--- src/rtl/counter.sv ---
// Loadable up-counter with asynchronous active-low clear.
// Each rising edge either loads data_in, increments, or holds; load has priority.
module counter #(
  parameter int WIDTH = 8
) (
  input  logic             clk,
  input  logic             rst,
  input  logic [WIDTH-1:0] data_in,
  input  logic             ld,
  input  logic             inc,
  output logic [WIDTH-1:0] q
);

  logic [WIDTH-1:0] count_r;
  logic [WIDTH-1:0] count_next_s;

  // Next-count selection: load beats increment, otherwise hold
  always_comb begin
    count_next_s = count_r;
    if (ld) begin
      count_next_s = data_in;
    end else if (inc) begin
      count_next_s = count_r + {{(WIDTH-1){1'b0}}, 1'b1};
    end else begin
      count_next_s = count_r;
    end
  end

  // Count register, cleared immediately whenever rst is low
  always_ff @(posedge clk or negedge rst) begin
    if (!rst) begin
      count_r <= {WIDTH{1'b0}};
    end else begin
      count_r <= count_next_s;
    end
  end

  assign q = count_r;

endmodule

--- config.mk ---
export PLATFORM = sky130hd
export DESIGN_NAME = counter
export DESIGN_NICKNAME = d
export VERILOG_FILES = /design/src/rtl/counter.sv
export SDC_FILE = /design/constraint.sdc
export NUM_CORES = 1
export LEC_CHECK = 0
export BUFFER_PORTS_ARGS = -buffer_cell sky130_fd_sc_hd__buf_2
export CAP_MARGIN = 10
export CORE_AREA = 2 2 39 41
export DETAILED_ROUTE_END_ITERATION = 6
export DIE_AREA = 0 0 41 43
export GPL_TIMING_DRIVEN = 0
export PLACE_DENSITY = 0.65
export SLEW_MARGIN = 20
export SYNTH_ARGS = -nofsm -noshare
export SYNTH_HDL_FRONTEND = slang
export SYNTH_SLANG_ARGS = --single-unit
--- constraint.sdc ---
create_clock -name clk -period 1.6 [get_ports clk]
set_clock_uncertainty 0.15 [all_clocks]
set_input_delay 0.08 -clock clk [delete_from_list [all_inputs] [get_ports clk]]
set_output_delay 0.08 -clock clk [all_outputs]
set_load 0.01 [all_outputs]
Word level (Yosys, flattened, before mapping) --
Index checks and enable logic that the tools add are counted.
Storage, ports and cells: bits in read-only memories 0, bits in latches 0, bits of input ports 12, register bits after elaboration 8, logic and storage cells 5, memories kept 0, output and inout bits 8, bits in writable memories 0
Operators by class: div/mod/pow operators 0, $lt $le $gt $ge 0, eq/ne operators 0, bitwise operators 0, $mul 0, muxes and demuxes 2, shifts and indexed selects 0, add/sub/neg operators 1, reductions and logical operators 1
Operator list (number):
- 8-bit two-way mux | 2
- 8-bit by 1-bit adder with 8-bit output, second input constant | 1
- 2-bit nonzero test | 1

Longest topological paths before layout --
depth after elaboration 3, depth in mapped cells 4, gate-level depth less buffers 4

Worst setup path after synthesis --
No wires, ideal clock.
path kind register to register, from reg count_r[0] (netlist: q[0]), to reg count_r[6] (netlist: q[6]), cell stages (with the launch flop) 5, period minus slack after synthesis 1.507 ns, library setup time 0.069 ns, path buffers 0, slack 0.093 ns, data arrival time 1.288 ns, cell sequence dfrtp_1 -> ha_1 -> nand3_1 -> or4_1 -> nand3_1
Between the ends: longest elaborated chain between the ends 3
RTL lines:
- start, declared | line 14 | logic [WIDTH-1:0] count_r;
- start signal, assigned | line 32 | count_r <= {WIDTH{1'b0}};
- start signal, assigned | line 34 | count_r <= count_next_s;
- 8-bit by 1-bit adder with 8-bit output | line 23 | count_next_s = count_r + {{(WIDTH-1){1'b0}}, 1'b1};
- 8-bit two-way mux | line 22 | end else if (inc) begin
- 8-bit two-way mux | line 20 | if (ld) begin
No other way between the ends. The select of a mux whose other input is x is not followed. A chain may end at the register's enable or synchronous reset.

Worst setup path in the final report --
Same ends and word-level chain as after synthesis.

==> impl_metrics.env <==
export IMPL_fin_nets=93
export IMPL_postCtsSetupBuffers=0
export IMPL_place_area_sq_um=556
export IMPL_arrival_ns=1.54
export IMPL_synthDominantCellAreaShare=0.444
export IMPL_synthesis_area_sq_um=450
export IMPL_start_util=0.325
export IMPL_ctsResizeCount=0
export IMPL_r2r_slack_ns=0.10
export IMPL_hold_violations=0
export IMPL_clk_pin_slew_ns=0.06
export IMPL_ys_seq_area_frac=0.444
export IMPL_ys_async_sr_fraction=1.00
export IMPL_multi_input_area_sq_um=235
export IMPL_drive_gt1_frac=0.282
export IMPL_avgSynthCellArea_sq_um=9.19
export IMPL_finalCritPeriodShare=0.937
export IMPL_cts_buffers=3
export IMPL_cp_slowest_stage_delay_ns=0.47
export IMPL_fin_crit_ns=1.50
export IMPL_slew_violations=0
export IMPL_synth_compound_area_frac=0.0889
export IMPL_fp_dieW_um=41
export IMPL_p_per_area_mw_per_mm2=805
export IMPL_synth_area_leaders="dfrtp_1 (44%), nand2_1 (8.3%), o21ai_0 (6.7%)"
export IMPL_io_pins=20
export IMPL_synth_top_family_by_area="simple AND/OR/NAND/NOR gates"
export IMPL_synth_mux_area_frac=0.0222
export IMPL_fmaxAchievable_mhz=667
export IMPL_hold_path_class="input pin to async pin"
export IMPL_worstSkewPairLatency_ns=0.25
export IMPL_ant_nets=0
export IMPL_synth_xor_area_share=0.0778
export IMPL_wl_um=1040
export IMPL_maxCapViolCount=0
export IMPL_synth_common_cells="nand2_1 (10), dfrtp_1 (8), o21ai_0 (6), nand3_1 (5)"
export IMPL_grt_max_degree=11
export IMPL_grt_first_pass_wirelength_um=1550
export IMPL_grt_overflow_total=0
export IMPL_fin_tns_setup_ns=0
export IMPL_drt_drc_violations_left=0
export IMPL_via_per_inst=4.76
export IMPL_firstDrtPassIters=3
export IMPL_ctsLongestPathBuffers=2
export IMPL_cp_top_family="simple AND/OR/NAND/NOR gates"
export IMPL_core_area_sq_mm=0.00138
export IMPL_cts_tree="yes"
export IMPL_worst_setup_path_type="register to register"
export IMPL_ys_warn_count=0
export IMPL_start_kind="register"
export IMPL_end_kind="register"
export IMPL_cp_required_ns=1.64
export IMPL_reg2reg_to="q[6]$_DFFE_PN0P_"
export IMPL_place_congestion=0.670
export IMPL_dieArea_sq_mm=0.00176
export IMPL_crit_slowest_cell="or4_1"
export IMPL_synth_top_cell_by_area="dfrtp_1"
export IMPL_cpMostUsedCell="nand3_1"
export IMPL_peakVddDrop_mv=0.583
export IMPL_cts_sinks=8
export IMPL_seqCellArea_sq_um=200
export IMPL_r2r_cells=4
export IMPL_path_cells="ha_1 -> nand3_1 -> or4_1 -> nand3_1"
export IMPL_worstMarginPinSlew_ns=0.413
export IMPL_antennaDiodeCount=0
export IMPL_outcome="completed"
export IMPL_rows=14
export IMPL_fillers=151
export IMPL_drt_initial_drc_count=6
export IMPL_synthAdderAreaFrac=0.0278
export IMPL_synthSimpleGateAreaFrac=0.306
export IMPL_ys_ff_latch=8
export IMPL_synth_cell_types=15
export IMPL_synth_most_common_cell="nand2_1"
export IMPL_antenna_found_initial=0
export IMPL_htreeDepth=1
export IMPL_wl_per_cell_um=11.1
export IMPL_yosys_most_used_dff="dfrtp_1"
export IMPL_synthCells=49
export IMPL_r2r_start="q[0]$_DFFE_PN0P_"
export IMPL_syn_to_final_growth_pct=48.3
export IMPL_io_buffers=17
export IMPL_synth_nets=62
export IMPL_largest_reg_flops=8
export IMPL_worst_path_max_fanout=4
export IMPL_root_buffer="clkbuf_4"
export IMPL_grt_pass1_vias=378
export IMPL_rsz0062_at_grt="no"
export IMPL_ctsHoldBuffers=9
export IMPL_die_h_um=43
export IMPL_hpwlAfterDp_um=757
export IMPL_maxSlewHeadroom=0.724
export IMPL_vias=447
export IMPL_final_cell_area_sq_um=668
export IMPL_finalSetupViolations=0
export IMPL_power_leakage_nw=0.305
export IMPL_path_buf_inv=0
export IMPL_synth_edf_count=0
export IMPL_grt_total_usage=0.138
-- final cells by class --
type	instances	share of cell area
Buffer	3	0.0225
Clock buffer	3	0.0337
Multi-Input combinational cell	38	0.352
Sequential cell	8	0.300
Tap cell	16	0.0300
Timing Repair Buffer	26	0.262
-- kinds of logic (layout without fill, tap and decap cells) --
kind of cell	count (synthesis)	in the layout
simple gates	24	24
compound gates	8	8
flops	8	8
xor+xnor	4	4
buf+inv	3	32
fa+ha+maj	1	1
mux	1	1
-- layer usage --
metal / wire length (um) / global-route usage / vias up
met5: 0 / 0 / -
met4: 22 / 0.0600 / 0
met3: 51 / 0.0785 / 2
met2: 496 / 0.209 / 14
met1: 469 / 0.148 / 199
li1: - / - / 232
-- stage by stage --
step | util | power (W) | setup slack (ns) | cells | hold WS (ns)
6_report | 0.483 | 0.000538 | 0.100 | 94 | 0.0418
3_3_place_gp | 0.401 | 0.000366 | 0.108 | 82 | -0.221
5_1_grt | 0.483 | 0.000572 | 0.0143 | 94 | 0.0677
3_5_place_dp | 0.401 | 0.000372 | 0.0904 | 82 | -0.216
4_1_cts | 0.483 | 0.000545 | 0.0872 | 94 | 0.0464
2_1_floorplan | - | 0.000320 | 0.0933 | 49 | -0.366
-- worst register-to-register path: cells and delay by family, from the launching register on --
kind	cells	cell delay [ns]
flops	1	0.43
fa+ha+maj	1	0.22
simple gates	3	0.65
-- cells in the final DEF, fill, tap and decap left out --
cell and instances:
clkbuf_4 3, buf_2 17, nand2_1 10, mux2i_1 1, dlygate4sd3_1 9, nand4_1 2
xnor2_1 1, nand3_1 5, or4_1 3, o21ai_0 6, nand4_4 1, buf_4 1
ha_1 1, nor2b_1 3, o21ai_1 2, dfrtp_1 8, xor2_1 3, clkbuf_1 2
-- worst max-delay path by stage --
stage,start,endpoint,slack (ns),cells past startpoint
2_1_floorplan,q[0]$_DFFE_PN0P_,q[6]$_DFFE_PN0P_,0.09,4
4_1_cts,q[0]$_DFFE_PN0P_,q[6]$_DFFE_PN0P_,0.09,4
6_report,q[0]$_DFFE_PN0P_,q[6]$_DFFE_PN0P_,0.10,4
3_3_place_gp,q[0]$_DFFE_PN0P_,q[6]$_DFFE_PN0P_,0.11,4
3_5_place_dp,q[0]$_DFFE_PN0P_,q[6]$_DFFE_PN0P_,0.09,4
5_1_grt,q[0]$_DFFE_PN0P_,q[6]$_DFFE_PN0P_,0.01,4
-- report_power, final --
group	internal [W]	switching [W]	total, W
logic	0.0000669	0.0000604	0.000127
clock network	0.0000858	0.0000681	0.000154
registers	0.000225	0.0000322	0.000257
No activity file was read; power rests on OpenSTA's default activity.
